--- src/rtl/jt900h_busarb.sv ---
// jt900h_busarb: shares the external 16-bit memory bus between the CPU and the micro-DMA.
// DMA has priority; a burst limit forces one CPU access after MAXBURST DMA accesses.
module jt900h_busarb #(
    parameter int MAXBURST = 4
) (
    input  logic        clk,
    input  logic        rst_n,
    input  logic        cen,
    input  logic [22:0] cpu_addr,
    input  logic [15:0] cpu_dout,
    input  logic [1:0]  cpu_we,
    input  logic        cpu_rd,
    output logic [15:0] cpu_din,
    output logic        cpu_busy,
    input  logic        dma_req,
    input  logic [22:0] dma_addr,
    input  logic [15:0] dma_dout,
    input  logic [1:0]  dma_we,
    input  logic        dma_rd,
    output logic [15:0] dma_din,
    output logic        dma_busy,
    output logic        dma_gnt,
    output logic [22:0] bus_addr,
    output logic [15:0] bus_dout,
    output logic [1:0]  bus_we,
    output logic        bus_rd,
    input  logic [15:0] bus_din,
    input  logic        bus_busy
);
    // state    | meaning
    // OWN_NONE | bus idle; a new request is granted on the next cen cycle
    // OWN_CPU  | CPU access on the bus
    // OWN_DMA  | DMA access on the bus
    typedef enum logic [1:0] {OWN_NONE, OWN_CPU, OWN_DMA} owner_t;

    localparam logic [3:0] MAXB = 4'(MAXBURST);

    owner_t     r_owner, w_owner_nxt;
    logic [3:0] r_cnt, w_cnt_nxt;
    logic       r_dma_gnt;
    logic       w_cpu_stb, w_dma_stb, w_dma_act, w_own_stb, w_done;

    always_comb begin
        w_cpu_stb = cpu_rd | (|cpu_we);
        w_dma_stb = dma_rd | (|dma_we);
        w_dma_act = dma_req & w_dma_stb;
        w_own_stb = 1'b0;
        case (r_owner)
            OWN_CPU: w_own_stb = w_cpu_stb;
            OWN_DMA: w_own_stb = w_dma_stb;
            default: w_own_stb = 1'b0;
        endcase
        w_done = w_own_stb & ~bus_busy;
    end

    always_comb begin
        w_cnt_nxt = r_cnt;
        if (!dma_req || (w_done && r_owner == OWN_CPU))
            w_cnt_nxt = 4'd0;
        else if (w_done && r_owner == OWN_DMA && w_cpu_stb && r_cnt != 4'hF)
            w_cnt_nxt = r_cnt + 4'd1;
    end

    // Arbitration sees the post-completion count so the limit bites at the handoff edge.
    always_comb begin
        w_owner_nxt = r_owner;
        if (r_owner == OWN_NONE || !w_own_stb || w_done) begin
            if (w_dma_act && w_cpu_stb && w_cnt_nxt >= MAXB)
                w_owner_nxt = OWN_CPU;
            else if (w_dma_act)
                w_owner_nxt = OWN_DMA;
            else if (w_cpu_stb)
                w_owner_nxt = OWN_CPU;
            else
                w_owner_nxt = OWN_NONE;
        end
    end

    always_ff @(posedge clk or negedge rst_n) begin
        if (!rst_n) begin
            r_owner   <= OWN_NONE;
            r_cnt     <= 4'd0;
            r_dma_gnt <= 1'b0;
        end else if (cen) begin
            r_owner   <= w_owner_nxt;
            r_cnt     <= w_cnt_nxt;
            r_dma_gnt <= (w_owner_nxt == OWN_DMA);
        end
    end

    always_comb begin
        bus_addr = 23'd0;
        bus_dout = 16'd0;
        bus_we   = 2'd0;
        bus_rd   = 1'b0;
        case (r_owner)
            OWN_CPU: begin
                bus_addr = cpu_addr;
                bus_dout = cpu_dout;
                bus_we   = cpu_we;
                bus_rd   = cpu_rd;
            end
            OWN_DMA: begin
                bus_addr = dma_addr;
                bus_dout = dma_dout;
                bus_we   = dma_we;
                bus_rd   = dma_rd;
            end
            default: ;
        endcase
    end

    assign cpu_din  = bus_din;
    assign dma_din  = bus_din;
    assign cpu_busy = w_cpu_stb & ~((r_owner == OWN_CPU) & ~bus_busy);
    assign dma_busy = w_dma_stb & ~((r_owner == OWN_DMA) & ~bus_busy);
    assign dma_gnt  = r_dma_gnt;

endmodule

--- config.mk ---
export PLATFORM = sky130hd
export DESIGN_NAME = jt900h_busarb
export DESIGN_NICKNAME = d
export VERILOG_FILES = /design/src/rtl/jt900h_busarb.sv
export SDC_FILE = /design/constraint.sdc
export NUM_CORES = 1
export LEC_CHECK = 0
export CORE_ASPECT_RATIO = 0.9
export CORE_UTILIZATION = 27
export CTS_BUF_LIST = sky130_fd_sc_hd__clkbuf_2 sky130_fd_sc_hd__clkbuf_4 sky130_fd_sc_hd__clkbuf_8
export DETAILED_ROUTE_END_ITERATION = 12
export GPL_TIMING_DRIVEN = 1
export HOLD_SLACK_MARGIN = 0.1
export PLACE_DENSITY = 0.85
export SLEW_MARGIN = 5
export SYNTH_ARGS = -nofsm -noshare
export SYNTH_HDL_FRONTEND = slang
export SYNTH_SLANG_ARGS = --single-unit
--- constraint.sdc ---
create_clock -name clk -period 2.44 [get_ports clk]
set_input_delay 0.488 -clock clk [delete_from_list [all_inputs] [get_ports clk]]
set_output_delay 0.488 -clock clk [all_outputs]
set_load 0.1 [all_outputs]
==> impl_metrics.csv <==
group,metric,value,unit
run_status,status,"finished, final reports clean",
synthesis,seq_area_frac_synth,0.119,
cts,cts_hold_buf,0,
synthesis,yosys_warnings,0,
floorplanning,die-area,5750,um^2
drt,vias,1929,
cts,cts-root-buf,"clkbuf_8",
drt,wl_per_cell,16.6,um
drt,drt-total-wl,6120,um
drt,viasPerCell,5.23,
drt,ant_nets,0,
timing,rsz0062_at_grt,"no",
finish,design_area,3510,um^2
synthesis,synthDistinctLibCells,32,
pwr,p_per_area,880,nW/um^2
finish,layout.nets,412,
timing,hold_viol,0,
floorplanning,die_h,72.0,um
placed_design,place_area,3460,um^2
cts,clkLatencyLatePin,0.24,ns
cts,clockBufferDepth,2,
finish,area_delta_synth_final,139,%
grt,gr-usage-all-layers,0.204,
placed_design,gp_congestion,0.923,
timing,setup_viol,0,
timing,slew_headroom,0.707,
cts,cts_buffers,3,
timing,slew_violations,0,
floorplanning,die_w,79.8,um
cts,post_cts_buffers,0,
placed_design,hpwl,4890,um
floorplanning,rows,25,
timing,fin_skew,0.00655,ns
pwr,finalPower,3.09,mW
flow_run,drv_cap,0,
grt,antenna_found_initial,0,
timing,tightest_slew,0.436,ns
finish,drive_gt1_frac,0.377,
worst_setup_path,endpoint_kind,"output pin",
floorplanning,core_area,5260,um^2
drt,drc,0,
cts,cts_tree,"yes",
grt,grt_max_degree,47,
cts,htreeDepth,1,
cts,post_cts_resized,0,
pwr,ir_worst_vdd,535,uV
grt,overflow,0,
synthesis,syn-num-nets,308,
hold_path,hp-class,"reg -> reg",
cts,path_clk_slew,0.04,ns
drt,drtIter0Drc,33,
drt,drt-pass1-iter-count,4,
worst_setup_path,crit_required,1.95,ns
placed_design,numPortBuffers,133,
floorplanning,start_util,0.280,
synthesis,synth_cells,199,
grt,grt_pass1_wl,9250,um
timing,fmax,424,MHz
worst_setup_path,arrival,1.87,ns
timing,fin_crit_sh,0.968,
synthesis,syn_area,1470,um^2
synthesis,yosys_register_bits,7,
floorplanning,ioPinCount,182,
worst_setup_path,crit_fanout,46,
finish,diodes,0,
pwr,p_leak,1.46,nW
worst_setup_path,path_class,"reg -> out",
grt,grt_pass1_vias,1919,
timing,finalCriticalPeriod,2.36,ns
worst_setup_path,crit_path_start_kind,"flip-flop",
synthesis,syn_avg_cell_area,7.39,um^2
cts,cts.sinks,7,
[layout by cell type, fill, tap and decap left out, types with 3 or more instances in the layout]
cell | synthesis | layout
dfrtp_1 | 7 | 7
clkbuf_8 | 0 | 3
inv_1 | 6 | 6
nor4_1 | 3 | 3
nor2_1 | 6 | 6
clkdlybuf4s50_1 | 0 | 88
o21ai_0 | 5 | 5
nand4b_1 | 3 | 3
buf_4 | 33 | 14
buf_12 | 0 | 45
nand2_1 | 4 | 4
a22oi_1 | 42 | 42
nor2b_4 | 0 | 41
[critical path: stages (launching register included)]
cell	delay, ns
dfrtp_1	0.40
inv_1	0.12
ha_1	0.41
buf_12	0.25
nor2b_2	0.25
buf_12	0.20
[cells by family after synthesis]
| kind of cell | synth area share |
|---|---|
| multiplexers | 0.00680 |
| buffers and inverters | 0.222 |
| flip-flops | 0.119 |
| AND/OR/NAND/NOR | 0.329 |
| adder cells (fa/ha/maj) | 0.0340 |
| AO/OA/AOI/OAI | 0.289 |
[metrics by stage]
| stage | setup slack, ns | cells | hold WS, ns | TNS (ns) | util |
|---|---|---|---|---|---|
| 3_5_place_dp | 0.0552 | 365 | 0.516 | 0 | 0.659 |
| 6_report | 0.0792 | 369 | 0.519 | 0 | 0.668 |
| 5_1_grt | 0.00860 | 369 | 0.546 | 0 | 0.668 |
| 3_3_place_gp | 0.0952 | 365 | 0.492 | 0 | 0.659 |
| 4_1_cts | 0.0920 | 369 | 0.525 | 0 | 0.668 |
| 2_1_floorplan | -0.243 | 199 | 0.192 | -0.243 | - |
[metal layers]
| layer | global-route usage | vias up | part of all wire |
|---|---|---|---|
| li1 | - | 896 | - |
| met1 | 0.212 | 922 | 0.36 |
| met2 | 0.389 | 98 | 0.53 |
| met3 | 0.0616 | 13 | 0.091 |
| met4 | 0.0635 | 0 | 0.018 |
| met5 | 0 | - | 0 |
[state kept, by name, summed over array words and instances, names as in the netlist]
register	cells
r_owner	2
dma_gnt	1
r_cnt	4
[path summary, 6_finish.rpt]
path | start | endpoint | slack (ns) | depth (start not counted)
setup / recovery | r_owner[1] | bus_addr[0] | 0.08 | 5
hold / removal | r_cnt[1] | r_cnt[1] | 0.52 | 2
setup reg to reg | r_owner[1] | dma_gnt | 0.16 | 7
hold reg to reg | r_cnt[1] | r_cnt[1] | 0.52 | 2
max in group asynchronous | rst_n | r_owner[0] | 1.64 | 1
min in group asynchronous | rst_n | r_cnt[2] | 0.53 | 1
[cell type report]
cell class / instances / area [um^2]
Multi-Input combinational cell: 138 / 1290
Timing Repair Buffer: 147 / 1890
Inverter: 6 / 22.5
Clock buffer: 4 / 48.8
Fill cell: 395 / 1750
Sequential cell: 7 / 175
Tap cell: 67 / 83.8
[cells in the mapped netlist]
master | count | area [um^2]
a21oi_1 | 3 | 15.0
a22oi_1 | 42 | 315
a311o_1 | 1 | 10.0
a31oi_1 | 2 | 12.5
and3_1 | 1 | 6.26
and4_1 | 1 | 8.76
buf_4 | 33 | 248
clkbuf_1 | 15 | 56.3
dfrtp_1 | 7 | 175
ha_1 | 4 | 50.1
inv_1 | 6 | 22.5
mux2i_1 | 1 | 10.0
nand2_1 | 4 | 15.0
nand2b_1 | 2 | 12.5
nand3_1 | 2 | 10.0
nand3b_1 | 1 | 7.51
nand3b_4 | 1 | 20.0
nand4_2 | 1 | 12.5
nand4b_1 | 3 | 26.3
nor2_1 | 6 | 22.5
nor2b_1 | 44 | 275
nor3_2 | 2 | 20.0
nor4_1 | 3 | 18.8
o21ai_0 | 5 | 25.0
o221ai_1 | 1 | 8.76
o22ai_1 | 2 | 12.5
o2bb2ai_1 | 1 | 8.76
o311a_1 | 1 | 10.0
o31ai_1 | 1 | 7.51
or3_1 | 1 | 6.26
or3b_1 | 1 | 8.76
or4b_4 | 1 | 13.8
[report_power, final]
part           switching (mW)  leakage (nW)  internal, mW
logic                    1.65          1.34          1.12
registers              0.0103        0.0923         0.127
clock network          0.0569        0.0262         0.125
No activity file was read; power rests on OpenSTA's default activity.
